### src/rtl/count1s_pipe.sv
// Two-stage pipelined hit counter across NLAYERS layers with thresholds and a
// sliding-window occupancy sum. Optional peak tracker enabled by COUNT1S_PEAK_EN.
module count1s_pipe #(
  parameter int WIDTH   = 32,
  parameter int NLAYERS = 6,
  parameter int WINDOW  = 8,
  parameter int CNT_W   = $clog2(NLAYERS*WIDTH+1),
  parameter int LYR_W   = $clog2(NLAYERS+1),
  parameter int SUM_W   = CNT_W+$clog2(WINDOW)
) (
  input  logic                     clk,
  input  logic                     reset_n,
  input  logic                     enable,
  input  logic                     valid_in,
  input  logic [NLAYERS*WIDTH-1:0] din,
  input  logic [CNT_W-1:0]         hit_thresh,
  input  logic [LYR_W-1:0]         lyr_thresh,
  input  logic                     win_clr,
  output logic                     valid_out,
  output logic [CNT_W-1:0]         count,
  output logic [LYR_W-1:0]         nlyr,
  output logic                     over_hit,
  output logic                     over_lyr,
  output logic [SUM_W-1:0]         win_sum,
  output logic                     win_full
`ifdef COUNT1S_PEAK_EN
  ,
  input  logic                     peak_clr,
  output logic [CNT_W-1:0]         peak
`endif
);

  localparam int LC_W   = $clog2(WIDTH+1);
  localparam int PTR_W  = $clog2(WINDOW);
  localparam int FILL_W = $clog2(WINDOW+1);

  // ---------------- stage 1: per-layer popcount and OR ----------------
  logic [LC_W-1:0]    lcnt_next [NLAYERS];
  logic [LC_W-1:0]    lcnt_reg  [NLAYERS];
  logic [NLAYERS-1:0] lor_next;
  logic [NLAYERS-1:0] lor_reg;
  logic               valid_s1_reg;
  logic [CNT_W-1:0]   hit_thresh_reg;
  logic [LYR_W-1:0]   lyr_thresh_reg;

  generate
    for (genvar gi = 0; gi < NLAYERS; gi++) begin : g_layer
      logic [LC_W-1:0] layer_cnt;
      always_comb begin
        layer_cnt = '0;
        for (int b = 0; b < WIDTH; b++) begin
          layer_cnt = layer_cnt + LC_W'(din[gi*WIDTH + b]);
        end
      end
      // Disabled samples still flow through, but with all hits masked.
      assign lcnt_next[gi] = enable ? layer_cnt : '0;
      assign lor_next[gi]  = enable & (|din[gi*WIDTH +: WIDTH]);
    end
  endgenerate

  always_ff @(posedge clk) begin
    if (!reset_n) begin
      valid_s1_reg   <= 1'b0;
      lor_reg        <= '0;
      hit_thresh_reg <= '0;
      lyr_thresh_reg <= '0;
      for (int l = 0; l < NLAYERS; l++) lcnt_reg[l] <= '0;
    end else begin
      valid_s1_reg   <= valid_in;
      lor_reg        <= lor_next;
      hit_thresh_reg <= hit_thresh;
      lyr_thresh_reg <= lyr_thresh;
      for (int l = 0; l < NLAYERS; l++) lcnt_reg[l] <= lcnt_next[l];
    end
  end

  // ---------------- stage 2: totals and thresholds ----------------
  logic [CNT_W-1:0] cnt_sum;
  logic [LYR_W-1:0] lyr_sum;

  always_comb begin
    cnt_sum = '0;
    lyr_sum = '0;
    for (int l = 0; l < NLAYERS; l++) begin
      cnt_sum = cnt_sum + CNT_W'(lcnt_reg[l]);
      lyr_sum = lyr_sum + LYR_W'(lor_reg[l]);
    end
  end

  always_ff @(posedge clk) begin
    if (!reset_n) begin
      valid_out <= 1'b0;
      count     <= '0;
      nlyr      <= '0;
      over_hit  <= 1'b0;
      over_lyr  <= 1'b0;
    end else begin
      valid_out <= valid_s1_reg;
      if (valid_s1_reg) begin
        count    <= cnt_sum;
        nlyr     <= lyr_sum;
        over_hit <= (cnt_sum >= hit_thresh_reg);
        over_lyr <= (lyr_sum >= lyr_thresh_reg);
      end
    end
  end

  // ---------------- sliding window ----------------
  logic [CNT_W-1:0]  win_buf [WINDOW];
  logic [PTR_W-1:0]  ptr_reg;
  logic [FILL_W-1:0] fill_reg;
  logic [CNT_W-1:0]  oldest;
  logic              win_update;

  assign win_full   = (fill_reg == FILL_W'(WINDOW));
  assign win_update = valid_out & ~win_clr;
  // Entries are only read once the window has filled, so every entry read has
  // been rewritten since the last reset or clear; no buffer reset is needed.
  assign oldest     = win_full ? win_buf[ptr_reg] : '0;

  always_ff @(posedge clk) begin
    if (!reset_n || win_clr) begin
      win_sum  <= '0;
      ptr_reg  <= '0;
      fill_reg <= '0;
    end else if (valid_out) begin
      win_sum <= win_sum + SUM_W'(count) - SUM_W'(oldest);
      ptr_reg <= ptr_reg + PTR_W'(1);
      if (!win_full) fill_reg <= fill_reg + FILL_W'(1);
    end
  end

  always_ff @(posedge clk) begin
    if (reset_n && win_update) win_buf[ptr_reg] <= count;
  end

`ifdef COUNT1S_PEAK_EN
  always_ff @(posedge clk) begin
    if (!reset_n) begin
      peak <= '0;
    end else if (peak_clr) begin
      peak <= valid_out ? count : '0;
    end else if (valid_out && (count > peak)) begin
      peak <= count;
    end
  end
`endif

endmodule

### config.mk
export PLATFORM = sky130hd
export DESIGN_NAME = count1s_pipe
export DESIGN_NICKNAME = d
export VERILOG_FILES = /design/src/rtl/count1s_pipe.sv
export SDC_FILE = /design/constraint.sdc
export NUM_CORES = 1
export LEC_CHECK = 0
export CORE_MARGIN = 8
export CORE_UTILIZATION = 45
export DETAILED_ROUTE_END_ITERATION = 10
export PLACE_DENSITY = 0.69
export SYNTH_ARGS = -nofsm -noshare
export SYNTH_HDL_FRONTEND = slang
export SYNTH_SLANG_ARGS = --single-unit
### constraint.sdc
create_clock -name clk -period 9.21 [get_ports clk]
set_input_delay 0.921 -clock clk [delete_from_list [all_inputs] [get_ports clk]]
set_output_delay 0.921 -clock clk [all_outputs]
set_load 0.05 [all_outputs]
Word level (Yosys, flattened, before mapping)
Memories as Yosys holds them, arrays and structs flattened. A register that Yosys moved wholly into a read port is not among the register bits.
Index checks and enable logic that the tools add are counted.
- $add $sub $neg: 200
- $lt $le $gt $ge: 2
- eq/ne operators: 1
- mux-type cells: 19
- bitwise operators: 15
- reduce and logical (&&, ||, !) cells: 10
- operators with widths (cell ; number):
    adder 6 x 1 -> 6 bit ; 156
    OR reduction 32 bit ; 6
    two-way mux 6 bit ; 12
    adder 5 x 1 -> 6 bit ; 6
    adder 4 x 1 -> 5 bit ; 6
    adder 3 x 1 -> 4 bit ; 6
    adder 8 x 6 -> 8 bit ; 3
    adder 2 x 1 -> 3 bit ; 7
    adder 1 x 1 -> 2 bit ; 7
    adder 11 x 8 -> 11 bit ; 1
    subtractor 11 x 8 -> 11 bit ; 1
    adder 3 x 1 -> 3 bit ; 3
    adder 7 x 6 -> 8 bit ; 1
    >= comparator 8 bit ; 1
    two-way mux 8 bit ; 1
    adder 6 x 6 -> 7 bit ; 1
    bitwise AND 1 bit ; 7
    two-way mux 3 bit ; 2
    OR 1 bit ; 6
    adder 4 x 1 -> 4 bit, second input constant ; 1
    equality test 4 bit, second input constant ; 1
    two-way mux 1 bit ; 4
    adder 3 x 1 -> 3 bit, second input constant ; 1
    >= comparator 3 bit ; 1
    5 further kinds ; 6
- bits in registers: 50
- memory bits (writable): 100
- input bits: 208
- memories kept: 2
- memories (memory ; words ; bits a word ; rd ports ; clocked after Yosys merged registers in ; write ports ; line ; text):
    win_buf ; 8 ; 8 ; 1 ; 1 ; 1 ; 109 ; logic [CNT_W-1:0] win_buf [WINDOW];
    lcnt_reg ; 6 ; 6 ; 6 ; 0 ; 6 ; 39 ; logic [LC_W-1:0] lcnt_reg [NLAYERS];

Depth between registers and ports, before layout
- word-level depth: 33
- gate-level depth with buffers: 18
- depth with buffers taken out: 18

Worst setup path after synthesis
OpenSTA, ideal clock, no wires.
- path kind: input to register
- start point: input port din[32]
- end point: memory lcnt_reg[0][10] (netlist name)
- data arrival time: 5.141 ns
- required time: 9.082 ns
- path slack: 3.941 ns
- stages on the path: 16
- buffers on the path: 0
- cell sequence: inv_1 fa_1 inv_1 fa_1 fa_1 fa_1 fa_1 inv_1 fa_1 inv_1 ha_1 fa_1 a21o_1 a21oi_1 xor2_1 nor2_1
- RTL lines (item ; line ; text):
    start: declaration ; 15 ; input logic [NLAYERS*WIDTH-1:0] din,
    end: declaration ; 39 ;

==> metrics.yaml <==
drcViolationCount: 0
finalClockSkew_ns: 0.0115
max_stage_delay_ns: 0.56
top_level_ports: 234
synth_cell_type_count: 47
cts.sinks: 153
antenna_found_initial: 1
startpoint_type: "input port"
htreeDepth: 4
worstHoldStart: "win_sum[4]"
path_max_fanout: 2
critPathCaptureType: "flop"
setup-tns-final_ns: 0
initial_core_util_pct: 45.7
required_ns: 9.52
rrSetupSlack_ns: 4.90
dr.pass1.iters: 4
vias: 8419
rr_worst_depth: 17
wl_met1_um: 10600
synth_flop_cell: "dfxtp_1"
pre_cts_slack_ns: 3.29
grt-ovfl-total: 0
timing.final.crit_share_pct: 59.0
clock_latency_ns: 0.43
rows: 60
areaGrowthSynthToFinish_pct: 26.8
routed.top_layer: "met4"
post_cts_buffers: 0
min_period_ns: 5.43
grt_pass1_wl_um: 45000
routed_wl_um: 26300
synth-seq-cells: 153
viasPerCell: 4.81
core_area_um2: 26900
place_hpwl_um: 22500
holdPathEnd: "win_sum[4]"
dpl_cell_area_um2: 15000
synth_cells: 1159
cts_tree: "built"
syn_area_um2: 12300
drv_cap: 0
wl_met2_um: 13900
postRouteAntennaNets: 0
worstPathArrival_ns: 5.74
hold_viol_final: 0
fmax_mhz: 184
numCtsBuffers: 17
holdWs_ns: 0.493
slew_headroom_pct: 16.0
largest_reg_flops: 64
reg2reg_from: "lcnt_reg[0][2]"
cts_buffer_depth: 2
final_nets: 1863
cts-root-buf: "clkbuf_16"
gp_congestion: 0.840
async_flop_share_pct: 0
ir_drop_uv: 190
layout_commonest_cell: "inv_1"
grt_setup_unrepaired: "no"
layout_common_cells: "359 x inv_1, 233 x clkdlybuf4s50_1, 179 x fa_1, 89 x dfxtp_1, 80 x ha_1"
cts_hold_buffers: 0
die_h_um: 181
hold_path_depth: 2
layout_setup_ws_ns: 3.78
worstMarginPinSlew_ns: 1.25
grt_use_total_pct: 16.9
powerDensity_nw_per_um2: 300
clkSlewWorstSetupHoldPaths_ns: 0.06
r2r_end: "over_hit"
drv_slew: 0
final_cell_area_um2: 15600
p_total_w: 0.00468
layout-drive-gt1-share_pct: 4.12
synth_nets: 1626
crit_path_frequent_cell: "fa_1"
drt_iter0_drc: 313
setup_viol: 0
yosys_warnings: 0
fp.dieW_um: 181
postSynthAreaPerCell_um2: 10.6
grt_max_degree: 44
first_global_vias: 9555
path_cells: "clkdlybuf4s50_1 -> inv_1 -> fa_1 -> inv_1 -> fa_1 -> fa_1 -> fa_1 -> fa_1 -> inv_1 -> fa_1 -> inv_1 -> ha_1 -> fa_1 -> a21o_1 -> a21oi_1 -> xor2_1 -> nor2_1"
synth_edf_count: 64
power_leakage_nw: 7.05
outcome: "finished clean"
ctsResizeCount: 0
numPortBuffers: 233
cpMaxStageDelayCell: "fa_1"
path_class: "input port to flop"
met3_length_um: 1440
die_area_um2: 32900
min_path_type: "flop to flop"
ys_seq_area_share_pct: 30.1
routedWlPerCell_um: 15.0
==> where the power goes <==
part	switching, W	internal (W)
Combinational	0.00169	0.00146
Sequential	0.0000654	0.000802
Clock	0.000278	0.000384
Total	0.00203	0.00265
==> worst max-delay path: cells and delay by family <==
kind / cells / cell delay (ns)
AO/OA/AOI/OAI: 2 / 0.33
XOR/XNOR: 1 / 0.16
adder cells (fa/ha/maj): 8 / 3.63
buffers and inverters: 5 / 0.64
AND/OR/NAND/NOR: 1 / 0.05
==> cell type report <==
class / count / area (um^2)
Fill cell: 2290 / 11300
Multi-Input combinational cell: 625 / 7160
Sequential cell: 153 / 3700
Timing Repair Buffer: 240 / 2380
Inverter: 359 / 1350
Clock buffer: 21 / 450
Tap cell: 341 / 427
Clock inverter: 11 / 114
Antenna cell: 1 / 2.50
==> synthesized netlist by cell type (14+ instances only) <==
master	instances	area (um^2)
inv_1	359	1350
mux2i_1	21	210
fa_1	179	3580
dfxtp_1	89	1780
a21o_1	21	158
nand2_1	15	56.3
a21oi_1	33	165
and2_1	14	87.6
mux4_2	16	360
nor4_1	38	238
edfxtp_1	64	1920
xor2_1	17	149
nor2_1	56	210
nand4_1	17	106
ha_1	80	1000
==> cells by family after synthesis <==
family,share of synthesized area [%]
compound gates,4.42
xor+xnor,2.07
fa+ha+maj,37.3
buf+inv,11.7
flops,30.1
mux,4.64
simple gates,9.76
==> through the flow <==
| stage | utilization [%] | cells |
|---|---|---|
| floorplan | - | 1159 |
| global placement | 55.9 | 1718 |
| detailed placement | 55.9 | 1718 |
| CTS | 58.0 | 1750 |
| global route | 58.0 | 1751 |
| finish | 58.0 | 1751 |
==> metal layers <==
layer / GRT usage (%) / vias up
met3: 4.25 / 26
li1: - / 4109
met2: 31.4 / 198
met4: 4.07 / 0
met1: 19.0 / 4086
met5: 0 / -
==> worst max-delay path by stage <==
stage | start | end | slack (ns) | cells past startpoint
floorplan | din[32] | lcnt_reg[0][10] | 3.94 | 16
global placement | din[128] | lcnt_reg[0][28] | 3.36 | 17
detailed placement | din[128] | lcnt_reg[0][28] | 3.29 | 17
CTS | din[128] | lcnt_reg[0][28] | 3.74 | 17
global route | din[43] | lcnt_reg[0][10] | 3.58 | 17
finish | din[128] | lcnt_reg[0][28] | 3.78 | 17
Note: power is estimated with default switching activity, not from simulation.
